<file path="src/rtl/vscale_hasti_arbiter_if.sv">
// Signal bundle between N core-side HASTI bridge masters, the arbiter and the shared slave.
// Per-master signals are flat vectors; master i occupies slice i.
interface vscale_hasti_arbiter_if #(
  parameter int N_MASTERS  = 2,
  parameter int ADDR_WIDTH = 32,
  parameter int DATA_WIDTH = 32
);
  logic [N_MASTERS*ADDR_WIDTH-1:0] m_haddr;
  logic [N_MASTERS-1:0]            m_hwrite;
  logic [3*N_MASTERS-1:0]          m_hsize;
  logic [4*N_MASTERS-1:0]          m_hprot;
  logic [N_MASTERS-1:0]            m_hmastlock;
  logic [2*N_MASTERS-1:0]          m_htrans;
  logic [N_MASTERS*DATA_WIDTH-1:0] m_hwdata;
  logic [N_MASTERS*DATA_WIDTH-1:0] m_hrdata;
  logic [N_MASTERS-1:0]            m_hready;
  logic [N_MASTERS-1:0]            m_hresp;

  logic [ADDR_WIDTH-1:0]           s_haddr;
  logic                            s_hwrite;
  logic [2:0]                      s_hsize;
  logic [3:0]                      s_hprot;
  logic                            s_hmastlock;
  logic [1:0]                      s_htrans;
  logic [2:0]                      s_hburst;
  logic [DATA_WIDTH-1:0]           s_hwdata;
  logic [DATA_WIDTH-1:0]           s_hrdata;
  logic                            s_hready;
  logic                            s_hresp;

  // slave: the arbiter (it serves the bridge masters); master: the bridges plus the memory slave.
  modport slave (
    input  m_haddr, m_hwrite, m_hsize, m_hprot, m_hmastlock, m_htrans, m_hwdata,
    output m_hrdata, m_hready, m_hresp,
    output s_haddr, s_hwrite, s_hsize, s_hprot, s_hmastlock, s_htrans, s_hburst, s_hwdata,
    input  s_hrdata, s_hready, s_hresp
  );

  modport master (
    output m_haddr, m_hwrite, m_hsize, m_hprot, m_hmastlock, m_htrans, m_hwdata,
    input  m_hrdata, m_hready, m_hresp,
    input  s_haddr, s_hwrite, s_hsize, s_hprot, s_hmastlock, s_htrans, s_hburst, s_hwdata,
    output s_hrdata, s_hready, s_hresp
  );
endinterface

</file>
<file path="src/rtl/vscale_hasti_arbiter.sv">
// N-master to 1-slave AHB-lite arbiter: round-robin grant, hmastlock hold, and a
// one-entry address-phase buffer per master so no master stalls in its address phase.
module vscale_hasti_arbiter #(
  parameter int N_MASTERS  = 2,
  parameter int ADDR_WIDTH = 32,
  parameter int DATA_WIDTH = 32
) (
  input logic                   hclk,
  input logic                   reset,
  vscale_hasti_arbiter_if.slave bus
);
  localparam int IDX_W = (N_MASTERS > 1) ? $clog2(N_MASTERS) : 1;
  typedef logic [IDX_W-1:0] idx_t;
  localparam logic [1:0] HTRANS_IDLE   = 2'b00;
  localparam logic [1:0] HTRANS_NONSEQ = 2'b10;
  localparam logic [1:0] HTRANS_SEQ    = 2'b11;

  logic [N_MASTERS-1:0]  pend_valid;
  logic [N_MASTERS-1:0]  pend_write;
  logic [N_MASTERS-1:0]  pend_lock;
  logic [ADDR_WIDTH-1:0] pend_addr [N_MASTERS];
  logic [2:0]            pend_size [N_MASTERS];
  logic [3:0]            pend_prot [N_MASTERS];
  logic                  dp_valid;
  logic                  lock_valid;
  idx_t                  dp_owner;
  idx_t                  lock_owner;
  idx_t                  rr_last;

  logic [ADDR_WIDTH-1:0] live_addr  [N_MASTERS];
  logic [2:0]            live_size  [N_MASTERS];
  logic [3:0]            live_prot  [N_MASTERS];
  logic [DATA_WIDTH-1:0] live_wdata [N_MASTERS];
  logic [N_MASTERS-1:0]  owns_dp, ready, accept, cand, grant, capture;
  logic                  issue, lock_clear;
  idx_t                  winner;
  int                    j_scan;
  logic [ADDR_WIDTH-1:0] win_addr;
  logic                  win_write, win_lock;
  logic [2:0]            win_size;
  logic [3:0]            win_prot;

  always_comb begin
    for (int i = 0; i < N_MASTERS; i++) begin
      live_addr[i]  = bus.m_haddr[i*ADDR_WIDTH +: ADDR_WIDTH];
      live_size[i]  = bus.m_hsize[3*i +: 3];
      live_prot[i]  = bus.m_hprot[4*i +: 4];
      live_wdata[i] = bus.m_hwdata[i*DATA_WIDTH +: DATA_WIDTH];
      owns_dp[i]    = dp_valid && (dp_owner == idx_t'(i));
      // An outstanding master is only released as its own data phase completes with nothing buffered.
      ready[i]      = (pend_valid[i] || owns_dp[i]) ?
                      (bus.s_hready && owns_dp[i] && !pend_valid[i]) : 1'b1;
      accept[i]     = ready[i] && ((bus.m_htrans[2*i +: 2] == HTRANS_NONSEQ) ||
                                   (bus.m_htrans[2*i +: 2] == HTRANS_SEQ));
      cand[i]       = pend_valid[i] || accept[i];
    end
  end

  always_comb begin
    issue  = 1'b0;
    winner = rr_last;
    j_scan = 0;
    if (bus.s_hready) begin
      if (lock_valid) begin
        issue  = cand[lock_owner];
        winner = lock_owner;
      end else begin
        for (int k = 1; k <= N_MASTERS; k++) begin
          j_scan = int'(rr_last) + k;
          if (j_scan >= N_MASTERS) j_scan = j_scan - N_MASTERS;
          if (!issue && cand[idx_t'(j_scan)]) begin
            issue  = 1'b1;
            winner = idx_t'(j_scan);
          end
        end
      end
    end
    for (int i = 0; i < N_MASTERS; i++) begin
      grant[i]   = issue && (winner == idx_t'(i));
      capture[i] = accept[i] && !grant[i];
    end
    lock_clear = bus.s_hready && lock_valid && !bus.m_hmastlock[lock_owner] &&
                 !pend_valid[lock_owner];
  end

  always_comb begin
    if (pend_valid[winner]) begin
      win_addr  = pend_addr[winner];
      win_write = pend_write[winner];
      win_size  = pend_size[winner];
      win_prot  = pend_prot[winner];
      win_lock  = pend_lock[winner];
    end else begin
      win_addr  = live_addr[winner];
      win_write = bus.m_hwrite[winner];
      win_size  = live_size[winner];
      win_prot  = live_prot[winner];
      win_lock  = bus.m_hmastlock[winner];
    end
  end

  assign bus.s_htrans    = issue ? HTRANS_NONSEQ : HTRANS_IDLE;
  assign bus.s_haddr     = issue ? win_addr  : '0;
  assign bus.s_hwrite    = issue && win_write;
  assign bus.s_hsize     = issue ? win_size  : 3'b000;
  assign bus.s_hprot     = issue ? win_prot  : 4'b0000;
  assign bus.s_hmastlock = issue && win_lock;
  assign bus.s_hburst    = 3'b000;
  assign bus.s_hwdata    = live_wdata[dp_owner];
  assign bus.m_hrdata    = {N_MASTERS{bus.s_hrdata}};
  assign bus.m_hready    = ready;
  assign bus.m_hresp     = owns_dp & {N_MASTERS{bus.s_hresp}};

  // Address-phase issue boundary: grant, data-phase ownership and lock state.
  always_ff @(posedge hclk) begin
    if (reset) begin
      pend_valid <= '0;
      dp_valid   <= 1'b0;
      lock_valid <= 1'b0;
      dp_owner   <= '0;
      lock_owner <= '0;
      rr_last    <= idx_t'(N_MASTERS - 1);
    end else begin
      for (int i = 0; i < N_MASTERS; i++) begin
        if (grant[i])        pend_valid[i] <= 1'b0;
        else if (capture[i]) pend_valid[i] <= 1'b1;
      end
      if (issue) begin
        rr_last  <= winner;
        dp_owner <= winner;
        dp_valid <= 1'b1;
      end else if (bus.s_hready) begin
        dp_valid <= 1'b0;
      end
      if (issue && win_lock) begin
        lock_valid <= 1'b1;
        lock_owner <= winner;
      end else if (lock_clear) begin
        lock_valid <= 1'b0;
      end
    end
  end

  // Buffered address-phase fields, only meaningful while pend_valid is set.
  always_ff @(posedge hclk) begin
    for (int i = 0; i < N_MASTERS; i++) begin
      if (capture[i]) begin
        pend_addr[i]  <= live_addr[i];
        pend_write[i] <= bus.m_hwrite[i];
        pend_size[i]  <= live_size[i];
        pend_prot[i]  <= live_prot[i];
        pend_lock[i]  <= bus.m_hmastlock[i];
      end
    end
  end
endmodule

</file>
<file path="src/flat_wrapper.sv">
// flat-port wrapper written by rule: the top's interface ports become plain ports
module vscale_hasti_arbiter_flat 
#(
  parameter int N_MASTERS  = 2,
  parameter int ADDR_WIDTH = 32,
  parameter int DATA_WIDTH = 32
)
  (hclk, reset, bus_m_haddr, bus_m_hwrite, bus_m_hsize, bus_m_hprot, bus_m_hmastlock, bus_m_htrans, bus_m_hwdata, bus_m_hrdata, bus_m_hready, bus_m_hresp, bus_s_haddr, bus_s_hwrite, bus_s_hsize, bus_s_hprot, bus_s_hmastlock, bus_s_htrans, bus_s_hburst, bus_s_hwdata, bus_s_hrdata, bus_s_hready, bus_s_hresp);
  vscale_hasti_arbiter_if #(.N_MASTERS(N_MASTERS), .ADDR_WIDTH(ADDR_WIDTH), .DATA_WIDTH(DATA_WIDTH)) bus_i ();
  input logic hclk;
  input logic reset;
  input wire logic [$bits(bus_i.m_haddr)-1:0] bus_m_haddr;
  input wire logic [$bits(bus_i.m_hwrite)-1:0] bus_m_hwrite;
  input wire logic [$bits(bus_i.m_hsize)-1:0] bus_m_hsize;
  input wire logic [$bits(bus_i.m_hprot)-1:0] bus_m_hprot;
  input wire logic [$bits(bus_i.m_hmastlock)-1:0] bus_m_hmastlock;
  input wire logic [$bits(bus_i.m_htrans)-1:0] bus_m_htrans;
  input wire logic [$bits(bus_i.m_hwdata)-1:0] bus_m_hwdata;
  output wire logic [$bits(bus_i.m_hrdata)-1:0] bus_m_hrdata;
  output wire logic [$bits(bus_i.m_hready)-1:0] bus_m_hready;
  output wire logic [$bits(bus_i.m_hresp)-1:0] bus_m_hresp;
  output wire logic [$bits(bus_i.s_haddr)-1:0] bus_s_haddr;
  output wire logic [$bits(bus_i.s_hwrite)-1:0] bus_s_hwrite;
  output wire logic [$bits(bus_i.s_hsize)-1:0] bus_s_hsize;
  output wire logic [$bits(bus_i.s_hprot)-1:0] bus_s_hprot;
  output wire logic [$bits(bus_i.s_hmastlock)-1:0] bus_s_hmastlock;
  output wire logic [$bits(bus_i.s_htrans)-1:0] bus_s_htrans;
  output wire logic [$bits(bus_i.s_hburst)-1:0] bus_s_hburst;
  output wire logic [$bits(bus_i.s_hwdata)-1:0] bus_s_hwdata;
  input wire logic [$bits(bus_i.s_hrdata)-1:0] bus_s_hrdata;
  input wire logic [$bits(bus_i.s_hready)-1:0] bus_s_hready;
  input wire logic [$bits(bus_i.s_hresp)-1:0] bus_s_hresp;
  assign bus_i.m_haddr = bus_m_haddr;
  assign bus_i.m_hwrite = bus_m_hwrite;
  assign bus_i.m_hsize = bus_m_hsize;
  assign bus_i.m_hprot = bus_m_hprot;
  assign bus_i.m_hmastlock = bus_m_hmastlock;
  assign bus_i.m_htrans = bus_m_htrans;
  assign bus_i.m_hwdata = bus_m_hwdata;
  assign bus_m_hrdata = bus_i.m_hrdata;
  assign bus_m_hready = bus_i.m_hready;
  assign bus_m_hresp = bus_i.m_hresp;
  assign bus_s_haddr = bus_i.s_haddr;
  assign bus_s_hwrite = bus_i.s_hwrite;
  assign bus_s_hsize = bus_i.s_hsize;
  assign bus_s_hprot = bus_i.s_hprot;
  assign bus_s_hmastlock = bus_i.s_hmastlock;
  assign bus_s_htrans = bus_i.s_htrans;
  assign bus_s_hburst = bus_i.s_hburst;
  assign bus_s_hwdata = bus_i.s_hwdata;
  assign bus_i.s_hrdata = bus_s_hrdata;
  assign bus_i.s_hready = bus_s_hready;
  assign bus_i.s_hresp = bus_s_hresp;
  vscale_hasti_arbiter #(.N_MASTERS(N_MASTERS), .ADDR_WIDTH(ADDR_WIDTH), .DATA_WIDTH(DATA_WIDTH)) u_core (.hclk(hclk), .reset(reset), .bus(bus_i));
endmodule
</file>
<file path="config.mk">
export PLATFORM = sky130hd
export DESIGN_NAME = vscale_hasti_arbiter_flat
export DESIGN_NICKNAME = d
export VERILOG_FILES = /design/src/rtl/vscale_hasti_arbiter_if.sv /design/src/rtl/vscale_hasti_arbiter.sv /design/src/flat_wrapper.sv
export SDC_FILE = /design/constraint.sdc
export NUM_CORES = 1
export LEC_CHECK = 0
export CAP_MARGIN = 20
export CORE_AREA = 2 2 130 132
export CTS_CLUSTER_SIZE = 30
export DETAILED_ROUTE_END_ITERATION = 10
export DIE_AREA = 0 0 132 134
export GPL_ROUTABILITY_DRIVEN = 0
export PLACE_DENSITY_LB_ADDON = 0.08
export SETUP_SLACK_MARGIN = 0.2
export SYNTH_ARGS = -nofsm -noshare
export SYNTH_HDL_FRONTEND = slang
export SYNTH_SLANG_ARGS = --single-unit
</file>
<file path="constraint.sdc">
create_clock -name hclk -period 4.8 [get_ports hclk]
set_clock_uncertainty 0.1 [all_clocks]
set_input_delay 0.96 -clock hclk [delete_from_list [all_inputs] [get_ports hclk]]
set_output_delay 0.96 -clock hclk [all_outputs]
set_load 0.02 [all_outputs]
</file>
==> impl_metrics.py <==
metrics = {
    "synthesis": {
        "syn_inst": 437,
        "syn_area_um2": 5470,
        "ys_seq_area_share_pct": 47.6,
        "synth.avg_cell_area_um2": 12.5,
        "ys_types": 38,
        "ys_ff_latch": 89,
        "synth_warnings": 0,
    },
    "setup_path": {
        "crit_type": "in -> out",
        "r2r-start": "u_core.dp_valid",
        "cp_cell_sequence": "clkdlybuf4s50_1, nand3b_1, a21oi_4, mux2_4, a221o_2, buf_4, inv_1, clkdlybuf4s50_1",
        "arrival_ps": 3390,
        "crit_start": "bus_s_hready",
        "required_ps": 3740,
        "cpPeakStageDelay_ps": 610,
        "critPathLaunchType": "input pin",
        "cp_common_cell": "clkdlybuf4s50_1",
        "cp-end-kind": "output pin",
        "cp_max_fo": 8,
        "slowest_stage": "clkdlybuf4s50_1",
    },
    "layout": {
        "design_area_um2": 7940,
        "n_antenna_cell": 0,
        "seqCellArea_um2": 2610,
        "multi_input_area_um2": 2170,
        "area_growth_pct": 45.2,
        "final_layout_size_suffix_gt1_share_pct": 19.0,
        "nFillCells": 1477,
        "fin_nets": 786,
    },
    "grt": {
        "grtUsageTotal_pct": 16.6,
        "grt_pass1_wl_mm": 22.4,
        "grt.overflow.total": 0,
        "grt_antenna_before_repair": 0,
        "grt_pass1_vias": 3986,
        "grt_max_degree": 52,
    },
    "pwr": {
        "power_frac_seq_pct": 37.6,
        "switchingPower_mw": 0.733,
        "power_density_nw_per_um2": 317,
        "swShare_pct": 29.1,
        "p_clk_share_pct": 29.5,
        "combPwrFrac_pct": 32.9,
        "power_leakage_nw": 3.06,
        "power_mw": 2.52,
        "internal-power_mw": 1.78,
        "peakVddDrop_mv": 0.176,
    },
    "sta": {
        "period_share_pct": 92.7,
        "relSlewSlack_pct": 43.9,
        "tightestPinTransition_ps": 821,
        "setup_ws_ps": 349,
        "clock.fmax_ghz": 0.225,
        "finalSetupTns_ps": 0,
        "fin_crit_ps": 4450,
        "setup_viol": 0,
        "final-max-slew-violation-count": 0,
        "rsz0062_at_grt": "false",
        "hold_violations": 0,
    },
    "die": {
        "fp-row-count": 47,
        "die_area_um2": 17700,
        "coreArea_um2": 16300,
        "fp.dieH_um": 134,
        "ios": 332,
        "initial_core_util_pct": 33.6,
        "dieWidth_um": 132,
    },
    "cts": {
        "cts_hold_buf": 0,
        "clkLatencyLatePin_ps": 340,
        "clk_pin_slew_ps": 60,
        "cts_max_path_buffers": 2,
        "cts.sinks": 89,
        "clock-root-buffer": "clkbuf_16",
        "cts_buffers": 9,
        "cts_tree": "done",
        "h-tree-depth": 3,
    },
    "worst_hold_path": {
        "hp-class": "reg -> reg",
        "hold_start": "u_core.dp_valid",
    },
    "detailed_routing": {
        "drt-total-wl_mm": 15.0,
        "wire_per_inst_um": 18.1,
        "viasPerCell": 4.81,
        "drc": 0,
        "drt_iter0_markers": 192,
        "ant_nets": 0,
        "dr.pass1.iters": 5,
        "num_vias": 3961,
    },
    "flow_run": {
        "cap_violations": 0,
    },
    "outcome": {
        "status": "finished clean",
    },
    "place": {
        "io_buffers": 229,
        "hpwl_mm": 10.9,
        "dp_slack_ps": 117,
        "dpl-instance-area_um2": 7520,
    },
}
## worst paths after layout
| check | end | slack (ps) | depth (start not counted) |
|---|---|---|---|
| setup / recovery | bus_s_htrans[1] | 350 | 8 |
| hold / removal | u_core.dp_valid | 420 | 2 |
| setup reg to reg | u_core.pend_addr[0][17] | 2220 | 6 |
| hold reg to reg | u_core.dp_valid | 420 | 2 |
## per-stage QoR
stage          hold slack (ps)  cells  util [%]
6_report                   422    824      48.7
4_1_cts                    418    821      48.0
3_5_place_dp               404    804      46.2
5_1_grt                    447    824      48.7
3_3_place_gp               409    804      46.2
2_1_floorplan              362    440         -
## flip-flops by register name, summed over array words and instances (netlist names)
register,flops
u_core.lock_valid,1
u_core.rr_last,1
u_core.dp_owner,1
u_core.pend_lock,2
u_core.pend_write,2
u_core.dp_valid,1
u_core.pend_addr,64
u_core.pend_prot,8
u_core.lock_owner,1
u_core.pend_valid,2
u_core.pend_size,6
## cell usage in the layout, fill, tap and decap left out, drive strengths merged
master,instances
a2111oi,1
o311ai,1
clkdlybuf4s50,188
a22o,2
nor3,6
bufinv,2
mux2i,42
clkbuf,11
buf,22
or3b,1
dlymetal6s2s,24
dfxtp,7
o22ai,1
a211oi,81
o21ai,2
inv,5
dlygate4sd2,17
a221o,1
and3b,2
clkinv,2
nand3,1
a21oi,4
nor4,1
nand2b,1
nor2b,43
mux2,34
a22oi,1
edfxtp,82
a211o,1
a32o,1
nand3b,1
nor2,7
conb,4
o41ai,1
nand2,4
## critical path: cells and delay by family
| family | cells | cell delay (ps) |
|---|---|---|
| buffers and inverters | 4 | 1450 |
| and+or+nand+nor | 1 | 220 |
| AOI/OAI and AO/OA | 2 | 490 |
| muxes | 1 | 270 |
## power groups by stage
stage	Combinational, mW	Sequential (mW)	Clock (mW)
floorplan	0.540	0.954	0
global placement	0.839	0.961	0
detailed placement	0.846	0.963	0
CTS	0.837	0.947	0.764
global route	0.888	0.951	0.788
finish	0.828	0.945	0.743
## cells in the mapped netlist
cell type	n	area, um2
mux2_4	1	15.0
edfxtp_1	82	2460
o311ai_2	1	16.3
a211oi_1	44	330
a22o_1	2	17.5
nand3_1	1	5.00
a21oi_1	1	5.00
nand2b_1	1	6.26
conb_1	1	3.75
a211o_1	1	8.76
a21oi_4	2	32.5
nand3b_1	1	7.51
nor3_1	6	30.0
buf_2	4	20.0
clkbuf_1	21	78.8
buf_4	69	518
o41ai_1	1	8.76
a221o_1	1	10.0
a21oi_2	1	8.76
o22ai_1	1	6.26
nor2_1	7	26.3
mux2_1	1	11.3
buf_1	2	7.51
or3b_4	1	11.3
nand2_1	4	15.0
nor4_1	1	6.26
a22oi_2	1	12.5
dfxtp_1	7	140
and3b_1	2	17.5
mux2i_1	42	420
o21ai_0	2	10.0
buf_6	6	67.6
a2111oi_0	1	8.76
a211oi_2	37	463
mux2_2	32	360
a32o_1	1	10.0
nor2b_1	43	269
inv_1	5	18.8
## cells by family (layout without fill, tap and decap cells)
kind of cell / Yosys count / after routing / share of synthesized area [%]
AOI/OAI and AO/OA: 97 / 97 / 17.3
muxes: 76 / 76 / 14.8
and+or+nand+nor: 67 / 67 / 7.21
buffers and inverters: 107 / 271 / 13.0
DFF: 89 / 89 / 47.6
other: 1 / 4 / 0.0686
## area by class of cell
class,instances,share of cell area [%]
clock buffers,11,2.93
clock inverters,4,0.867
inverters,5,0.237
multi-input cells,244,27.3
flip-flops and latches,89,32.8
well taps,220,3.47
repair buffers,251,32.3
## layer usage
| layer | vias up | GRT usage (%) | share of wire [%] | wire, um |
|---|---|---|---|---|
| met1 | 1838 | 18.4 | 38 | 5740 |
| met3 | 42 | 4.16 | 7.4 | 1100 |
| met2 | 163 | 29.6 | 52 | 7720 |
| met5 | - | 0 | 0 | 0 |
| met4 | 0 | 8.21 | 2.6 | 395 |
| li1 | 1918 | - | - | - |
## repair_timing
| item | CTS | global route |
|---|---|---|
| setup buffers | 2 | 1 |
| setup endpoints to repair | 21 | 24 |
| gates resized for setup | 17 | 24 |
| pin swaps | 1 | 1 |
Note: power is estimated with default switching activity, not from simulation.
